--- config.mk ---
export PLATFORM = sky130hd
export DESIGN_NAME = uart_mmio_ctrl
export DESIGN_NICKNAME = d
export VERILOG_FILES = /design/src/rtl/uart_mmio_ctrl.sv
export SDC_FILE = /design/constraint.sdc
export NUM_CORES = 1
export LEC_CHECK = 0
export CAP_MARGIN = 10
export CORE_UTILIZATION = 36
export DETAILED_ROUTE_END_ITERATION = 12
export GPL_TIMING_DRIVEN = 0
export PLACE_DENSITY_LB_ADDON = 0.05
export SYNTH_ARGS = -nofsm -noshare
export SYNTH_HDL_FRONTEND = slang
export SYNTH_SLANG_ARGS = --single-unit
--- constraint.sdc ---
create_clock -name clk -period 2.2 [get_ports clk]
set_input_delay 0.33 -clock clk [delete_from_list [all_inputs] [get_ports clk]]
set_output_delay 0.33 -clock clk [all_outputs]
set_load 0.02 [all_outputs]
--- src/rtl/uart_mmio_ctrl.sv ---
// ---------------------------------------------------------------------------
// uart_mmio_ctrl
//
// This is a memory-mapped UART for the CPU peripheral bus. It contains an
// 8N1 transmitter and an 8N1 receiver. Both run at BIT_CYC = CLK_HZ/BAUD
// clocks per bit.
//
// Register map (byte addresses):
//   BASE+0  TXD  [7:0] write-only. A write starts a frame when TX is idle.
//   BASE+4  RXD  [7:0] read-only. A read clears rx_valid.
//   BASE+8  CON  [0] tx_busy      [1] tx_done (sticky)
//                [2] rx_valid     [3] rx_overrun (sticky)
//                [4] frame_err (sticky)
//                [5] irq_en (the only writable bit)
//                Reading CON clears bits 1, 3 and 4.
//
// Ports:
//   clk    system clock, rising edge
//   reset  asynchronous, active-low reset
//   addr   bus byte address (word aligned)
//   rd_en  one-cycle read strobe
//   wr_en  one-cycle write strobe
//   wdata  write data
//   rdata  read data, combinational from addr (0 when unmapped)
//   rx     serial input, idle high, asynchronous to clk
//   tx     serial output, idle high
//   irq    level interrupt = irq_en & (tx_done | rx_valid)
// ---------------------------------------------------------------------------
`timescale 1ns/1ps
module uart_mmio_ctrl #(
  parameter int unsigned CLK_HZ = 50_000_000,
  parameter int unsigned BAUD   = 9600,
  parameter logic [31:0] BASE   = 32'h4000_0018
) (
  input  logic        clk,
  input  logic        reset,
  input  logic [31:0] addr,
  input  logic        rd_en,
  input  logic        wr_en,
  input  logic [31:0] wdata,
  output logic [31:0] rdata,
  input  logic        rx,
  output logic        tx,
  output logic        irq
);

  localparam int unsigned   BIT_CYC   = CLK_HZ / BAUD;
  localparam int unsigned   CW        = (BIT_CYC > 2) ? $clog2(BIT_CYC) : 1;
  localparam logic [CW-1:0] CNT_ONE   = CW'(1);
  localparam logic [CW-1:0] BIT_LAST  = CW'(BIT_CYC - 1);
  localparam logic [CW-1:0] HALF_LAST = CW'(BIT_CYC / 2 - 1);
  localparam logic [31:0]   ADDR_TXD  = BASE;
  localparam logic [31:0]   ADDR_RXD  = BASE + 32'd4;
  localparam logic [31:0]   ADDR_CON  = BASE + 32'd8;

  typedef enum logic [1:0] {S_IDLE, S_START, S_DATA, S_STOP} state_e;

  // Bus decode
  logic wr_txd, wr_con, rd_rxd, rd_con;
  logic unused_wdata;

  assign wr_txd = wr_en && (addr == ADDR_TXD);
  assign wr_con = wr_en && (addr == ADDR_CON);
  assign rd_rxd = rd_en && (addr == ADDR_RXD);
  assign rd_con = rd_en && (addr == ADDR_CON);
  assign unused_wdata = ^wdata[31:8];

  // Transmitter state
  state_e        tx_state_q, tx_state_d;
  logic [CW-1:0] tx_cnt_q, tx_cnt_d;
  logic [2:0]    tx_bit_q, tx_bit_d;
  logic [7:0]    tx_sh_q, tx_sh_d;
  logic          tx_q, tx_d;
  logic          tx_done_set;
  logic          tx_busy;

  // Receiver state
  logic          rx_s1_q, rx_s2_q, rx_prev_q;
  state_e        rx_state_q, rx_state_d;
  logic [CW-1:0] rx_cnt_q, rx_cnt_d;
  logic [2:0]    rx_bit_q, rx_bit_d;
  logic [7:0]    rx_sh_q, rx_sh_d;
  logic          rx_commit, rx_ferr_set;

  // Status / register file
  logic [7:0] rxd_q, rxd_d;
  logic       rx_valid_q, rx_valid_d;
  logic       ovr_q, ovr_d;
  logic       ferr_q, ferr_d;
  logic       done_q, done_d;
  logic       irq_en_q, irq_en_d;

  assign tx_busy = (tx_state_q != S_IDLE);

  // TX FSM: a frame occupies exactly 10 bit periods, starting the cycle
  // after the accepted TXD write. tx is registered from the next state so
  // the pin never glitches on state decode.
  always_comb begin
    tx_state_d  = tx_state_q;
    tx_cnt_d    = tx_cnt_q;
    tx_bit_d    = tx_bit_q;
    tx_sh_d     = tx_sh_q;
    tx_done_set = 1'b0;
    unique case (tx_state_q)
      S_IDLE: begin
        if (wr_txd) begin
          tx_state_d = S_START;
          tx_sh_d    = wdata[7:0];
          tx_cnt_d   = '0;
        end
      end
      S_START: begin
        if (tx_cnt_q == BIT_LAST) begin
          tx_state_d = S_DATA;
          tx_cnt_d   = '0;
          tx_bit_d   = '0;
        end else begin
          tx_cnt_d = tx_cnt_q + CNT_ONE;
        end
      end
      S_DATA: begin
        if (tx_cnt_q == BIT_LAST) begin
          tx_cnt_d = '0;
          tx_sh_d  = {1'b0, tx_sh_q[7:1]};
          if (tx_bit_q == 3'd7) tx_state_d = S_STOP;
          else                  tx_bit_d   = tx_bit_q + 3'd1;
        end else begin
          tx_cnt_d = tx_cnt_q + CNT_ONE;
        end
      end
      S_STOP: begin
        if (tx_cnt_q == BIT_LAST) begin
          tx_state_d  = S_IDLE;
          tx_cnt_d    = '0;
          tx_done_set = 1'b1;
        end else begin
          tx_cnt_d = tx_cnt_q + CNT_ONE;
        end
      end
      default: tx_state_d = S_IDLE;
    endcase

    unique case (tx_state_d)
      S_START: tx_d = 1'b0;
      S_DATA:  tx_d = tx_sh_d[0];
      default: tx_d = 1'b1;
    endcase
  end

  // RX FSM: the start bit is re-checked at mid-bit to reject glitches, and
  // every later sample lands one bit period after the previous one, i.e.
  // near the centre of each bit.
  always_comb begin
    rx_state_d  = rx_state_q;
    rx_cnt_d    = rx_cnt_q;
    rx_bit_d    = rx_bit_q;
    rx_sh_d     = rx_sh_q;
    rx_commit   = 1'b0;
    rx_ferr_set = 1'b0;
    unique case (rx_state_q)
      S_IDLE: begin
        if (rx_prev_q && !rx_s2_q) begin
          rx_state_d = S_START;
          rx_cnt_d   = '0;
        end
      end
      S_START: begin
        if (rx_cnt_q == HALF_LAST) begin
          rx_cnt_d = '0;
          rx_bit_d = '0;
          rx_state_d = rx_s2_q ? S_IDLE : S_DATA;
        end else begin
          rx_cnt_d = rx_cnt_q + CNT_ONE;
        end
      end
      S_DATA: begin
        if (rx_cnt_q == BIT_LAST) begin
          rx_cnt_d = '0;
          rx_sh_d  = {rx_s2_q, rx_sh_q[7:1]};
          if (rx_bit_q == 3'd7) rx_state_d = S_STOP;
          else                  rx_bit_d   = rx_bit_q + 3'd1;
        end else begin
          rx_cnt_d = rx_cnt_q + CNT_ONE;
        end
      end
      S_STOP: begin
        if (rx_cnt_q == BIT_LAST) begin
          rx_state_d = S_IDLE;
          rx_cnt_d   = '0;
          if (rx_s2_q) rx_commit   = 1'b1;
          else         rx_ferr_set = 1'b1;
        end else begin
          rx_cnt_d = rx_cnt_q + CNT_ONE;
        end
      end
      default: rx_state_d = S_IDLE;
    endcase
  end

  // Status bits: a set event always beats a read-clear in the same cycle.
  // An RXD read coinciding with a commit consumes the old byte, so it is
  // not an overrun.
  always_comb begin
    rxd_d      = rx_commit ? rx_sh_q : rxd_q;
    rx_valid_d = rx_commit | (rx_valid_q & ~rd_rxd);
    ovr_d      = (rx_commit & rx_valid_q & ~rd_rxd) | (ovr_q & ~rd_con);
    ferr_d     = rx_ferr_set | (ferr_q & ~rd_con);
    done_d     = tx_done_set | (done_q & ~rd_con);
    irq_en_d   = wr_con ? wdata[5] : irq_en_q;
  end

  always_ff @(posedge clk or negedge reset) begin
    if (!reset) begin
      tx_state_q <= S_IDLE;
      tx_cnt_q   <= '0;
      tx_bit_q   <= '0;
      tx_sh_q    <= '0;
      tx_q       <= 1'b1;
      rx_s1_q    <= 1'b1;
      rx_s2_q    <= 1'b1;
      rx_prev_q  <= 1'b1;
      rx_state_q <= S_IDLE;
      rx_cnt_q   <= '0;
      rx_bit_q   <= '0;
      rx_sh_q    <= '0;
      rxd_q      <= '0;
      rx_valid_q <= 1'b0;
      ovr_q      <= 1'b0;
      ferr_q     <= 1'b0;
      done_q     <= 1'b0;
      irq_en_q   <= 1'b0;
    end else begin
      tx_state_q <= tx_state_d;
      tx_cnt_q   <= tx_cnt_d;
      tx_bit_q   <= tx_bit_d;
      tx_sh_q    <= tx_sh_d;
      tx_q       <= tx_d;
      rx_s1_q    <= rx;
      rx_s2_q    <= rx_s1_q;
      rx_prev_q  <= rx_s2_q;
      rx_state_q <= rx_state_d;
      rx_cnt_q   <= rx_cnt_d;
      rx_bit_q   <= rx_bit_d;
      rx_sh_q    <= rx_sh_d;
      rxd_q      <= rxd_d;
      rx_valid_q <= rx_valid_d;
      ovr_q      <= ovr_d;
      ferr_q     <= ferr_d;
      done_q     <= done_d;
      irq_en_q   <= irq_en_d;
    end
  end

  always_comb begin
    rdata = '0;
    if (addr == ADDR_RXD) begin
      rdata = {24'd0, rxd_q};
    end else if (addr == ADDR_CON) begin
      rdata = {26'd0, irq_en_q, ferr_q, ovr_q, rx_valid_q, done_q, tx_busy};
    end
  end

  assign tx  = tx_q;
  assign irq = irq_en_q & (done_q | rx_valid_q);

endmodule

### After elaboration in Yosys (flattened, before gate mapping)

Cells that the tools add are included.

* add/subtract/negate cells: 4
* eq/ne operators: 26
* muxes and demuxes: 42
* bitwise operators: 14
* reductions and logical operators: 19

Operators by type and width (count)
* == test 32 x 31 -> 1 bit (second input constant): 3
* two-way mux 13 bit: 5
* case mux 13 bit (3 select lines): 1
* adder 13 x 1 -> 13 bit (second input constant): 2
* == test 13 bit (second input constant): 2
* case mux 13 bit (2 select lines): 1
* two-way mux 8 bit: 3
* two-way mux 2 bit: 11
* != test 2 bit (second input constant): 10
* two-way mux 3 bit: 6
* case mux 2 bit (4 select lines): 2
* case mux 8 bit (2 select lines): 1
* == test 13 x 12 -> 1 bit (second input constant): 1
* case mux 3 bit (2 select lines): 2
* == test 2 bit (second input constant): 5
* two-way mux 1 bit: 8
* AND reduction 4 bit: 2
* nonzero test 2 bit: 4
* AND 1 bit: 7
* adder 3 x 1 -> 3 bit (second input constant): 2
* == test 2 x 1 -> 1 bit (second input constant): 3
* == test 3 bit (second input constant): 2
* two-way mux 6 bit: 1
* logical AND 1 bit: 5
* 10 further kinds: 16

* bits in registers: 69
* bits of input ports: 69

### Depth between registers and ports, before layout

* depth in word-level cells: 6
* depth in mapped cells: 7
* gate-level depth less buffers: 6

### Least setup slack after synthesis

OpenSTA, ideal clock, no wires.

* path kind: reg-to-reg
* start point: register rx_cnt_q[0]
* end point: register rx_sh_q[0]
* setup time: 0.125 ns
* data arrival time: 2.173 ns
* data required time: 2.075 ns
* path slack: -0.097 ns
* stages on the path, launching flop included: 7
* period minus slack after synthesis: 2.297 ns
* cell sequence: dfrtp_1 > ha_1 > or3b_2 > nor4_4 > nand2_1 > nor2_2 > mux2_2

* word-level cells in the longest chain between the ends: 2

Ends and longest elaborated chain
* start, declared: line 80 `logic [CW-1:0] rx_cnt_q, rx_cnt_d;`
* start signal, assigned: line 242 `rx_cnt_q <= rx_cnt_d;`
* == test 13 bit: line 177 `if (rx_cnt_q == BIT_LAST) begin`
* AND reduction 2 bit (no line)
* end signal, assigned: line 244 `rx_sh_q <= rx_sh_d;`
* end, declared: line 82 `logic [7:0] rx_sh_q, rx_sh_d;`

No other way between the ends.
A chain may end at the register's enable or synchronous reset.

### Worst setup path after layout

* start point: input port addr[29]
* end point: output port rdata[2]

* word-level cells in the longest chain between the ends: 3
* elaborated cells between the ends (all ways): 4

Ends and longest elaborated chain
* start, declared: line 37 `input logic [31:0] addr,`
* == test 32 x 31 -> 1 bit: line 258 `end else if (addr == ADDR_CON) begin`
* two-way mux 6 bit: line 258
* two-way mux 8 bit *: line 256 `if (addr == ADDR_RXD) begin`
* end, declared: line 41 `output logic [31:0] rdata,`

Mark *: on every way between the ends. The rest lies on a longest branch, timed or not.

==> results.yml <==
run_status:
  outcome: "complete, but fails checks"
  violations: "negative setup slack"
setup_path:
  rr_worst_depth: 6
  arrival_ps: 1920
  crit_required_ps: 1870
  r2r_setup_slack_ps: 0
  worstSetupStartpointType: "primary input"
  crit_type: "primary input to output pin"
  cp_max_fo: 8
  reg2reg_to: "tx_sh_q[7]"
  crit_start: "addr[29]"
  end_kind: "output pin"
  crit_end: "rdata[2]"
  reg2reg_from: "tx_cnt_q[9]"
floorplan:
  die_y_um: 105
  die_x_um: 105
  pin_count: 103
  core_area_um2: 10300
  initial_core_util_pct: 37.1
  design.die.area_um2: 11000
  rows: 37
power_and_ir_drop:
  sw_frac_of_total_pct: 31.3
  share_comb_of_total_power_pct: 24.0
  pwr-share-seq_pct: 47.2
  clock_power_share_pct: 28.8
  power_mw: 3.03
  power_switching_mw: 0.951
  p_per_area_nw_per_um2: 573
  ir_worst_vdd_v: 0.000566
  internal_power_mw: 2.08
  cellLeakagePower_nw: 2.58
placement:
  portBuffers: 54
  place_ws_ps: -1040
  place_congestion: 0.779
  dp.cells: 586
  post-dp-hpwl_um: 6140
  place_area_um2: 4670
sta:
  holdWs_ps: 315
  slew-limit-headroom_pct: 52.4
  finClkSkew_ps: 8.64
  fin_crit_sh_pct: 102
  max_freq_ghz: 0.445
  min_period_ps: 2250
  finalSetupViolations: 8
  fin_ws_ps: -46.2
  worstMarginPinSlew_ps: 707
  rsz0062_at_grt: "true"
  final-max-slew-violation-count: 0
  hold_viol: 0
synthesis:
  ys_types: 57
  yosys_register_bits: 69
  synth_top_area_share_pct: 42.5
  synth_edf_count: 0
  syn_area_um2: 3830
  synth_largest_area_cell: "dfrtp_1"
  synth_flop_cell: "dfrtp_1"
  yosys_warnings: 0
  ys_seq_area_share_pct: 45.3
  syn_area_per_cell_um2: 10.3
  yosys.cell_count.top_type: "dfrtp_1"
  ys_async_sr_fraction_pct: 100
  synth_common_cells: "dfrtp_1 (65), nand2_1 (34), a22o_1 (24), buf_4 (24), mux2_2 (18)"
  yosys-top-cells-area: "dfrtp_1 (43%), a22o_1 (5.5%), mux2_2 (5.3%)"
  syn-instance-count: 372
layout:
  drive_gt1_share_pct: 32.4
  fill_cells: 963
  final_area_um2: 5300
  area_growth_pct: 38.5
  n_antenna_cell: 0
  layout.nets: 567
  final_cells: 633
clocking:
  clock_sinks: 69
  htreeDepth: 3
  worstSkewPairLatency_ps: 340
  clockBufferDepth: 2
  clock-root-buffer: "clkbuf_8"
  clkTransAtPathRegs_ps: 80
  cts_tree: "yes"
  cts_buffers: 9
route:
  wire_per_inst_um: 14.5
  dr.pass1.iters: 4
  drt_wl_total_um: 9170
  vias: 3293
  drc: 0
  routed_via_density: 5.20
  drtIter0Drc: 93
  ant_nets: 0
job:
  cap_violations: 0
global_route:
  grt_pass1_wl_um: 14900
  first_global_vias: 3116
  overflow: 0
  grt_max_degree: 69
  grt_antenna_before_repair: 0
  track_usage_pct: 17.0
min_path:
  hp-class: "primary input to async pin"
[state kept, by name, indices dropped and copies added, names as in the netlist, named ones only]
name        flops
rx_prev_q       1
rx_s1_q         1
ferr_q          1
tx              1
rx_s2_q         1
rx_cnt_q       13
tx_state_q      2
ovr_q           1
tx_cnt_q       13
tx_bit_q        3
rx_sh_q         8
rx_valid_q      1
irq_en_q        1
rx_state_q      1
done_q          1
rx_bit_q        3
rxd_q           8
tx_sh_q         8
[metal layers]
metal / vias up / part of all wire [%] / GRT usage, %
met1: 1607 / 44 / 20.5
met3: 13 / 2.9 / 3.81
met4: 0 / 1.7 / 5.84
met5: - / 0 / 0
met2: 56 / 52 / 29.8
li1: 1617 / - / -
[worst max-delay path, stage by stage]
cell	delay, ps
buf_6	90
or4b_4	570
nor4_4	300
and3_4	230
buf_8	120
a22o_1	160
buf_6	120
[cells in the final DEF (no fill, tap or decap), types with 4 or more instances in the layout]
master / instances
clkbuf_2: 9
ha_1: 4
nor4_1: 9
clkbuf_8: 9
clkdlybuf4s50_1: 19
dfstp_2: 4
o2bb2ai_1: 5
a21o_1: 10
buf_6: 15
clkinv_2: 4
inv_1: 7
clkbuf_1: 8
dfrtp_2: 7
dlymetal6s2s_1: 14
a22o_1: 24
nor4_4: 4
dfrtp_1: 58
o21ai_0: 12
buf_4: 51
nor2_1: 11
mux2_2: 15
o211ai_1: 5
nand2_1: 33
nor3_1: 6
a21oi_1: 11
conb_1: 24
and2_1: 4
a31oi_1: 13
nand4_1: 6
a41oi_1: 5
nor4_2: 4
nand3_1: 6
nand2b_1: 5
[area by class of cell]
cell class / instances / area, um2 / area share [%]
Clock inverter: 5 / 27.5 / 0.519
Tap cell: 136 / 170 / 3.21
Clock buffer: 11 / 131 / 2.48
Sequential cell: 69 / 1740 / 32.8
Multi-Input combinational cell: 283 / 2110 / 39.8
Timing Repair Buffer: 86 / 840 / 15.8
Inverter: 7 / 26.3 / 0.496
Buffer: 36 / 258 / 4.86
[repair_timing]
action                                  CTS  global route
endpoints found under the hold margin     2             0
buffers inserted                          9            21
endpoints found under the setup margin   67            53
pin swaps                                16            32
hold buffers                              1             0
resized for setup                       108            52
[power groups by stage]
stage               sequential, mW  clock (mW)  combinational, mW
floorplan                     1.44           0              0.412
global placement              1.46           0              0.592
detailed placement            1.46           0              0.602
CTS                           1.43       0.912              0.683
global route                  1.45       0.963              0.817
finish                        1.43       0.873              0.729
[kinds of logic after synthesis]
logic type               Yosys count  synth area share (%)
AO/OA/AOI/OAI                     97                  18.1
buffers and inverters             43                  6.80
adder cells (fa/ha/maj)            6                  1.96
flip-flops                        69                  45.3
XOR/XNOR                           5                  1.14
multiplexers                      18                  5.30
AND/OR/NAND/NOR                  133                  21.3
other                              1                0.0980
[worst min path at each step]
| stage | end | depth (start not counted) |
|---|---|---|
| floorplan | async pin | 0 |
| global placement | rx_s2_q | 0 |
| detailed placement | tx_cnt_q[11] | 1 |
| CTS | tx_cnt_q[11] | 2 |
| global route | tx_cnt_q[11] | 2 |
| finish | tx_cnt_q[11] | 2 |
[per-stage QoR]
step | util (%) | setup TNS [ps]
floorplan | - | -110
global placement | 45.0 | -138070
detailed placement | 45.3 | -24810
CTS | 48.8 | -1020
global route | 51.3 | -1140
finish | 51.3 | -254
Power figures use the tool's default switching activity.
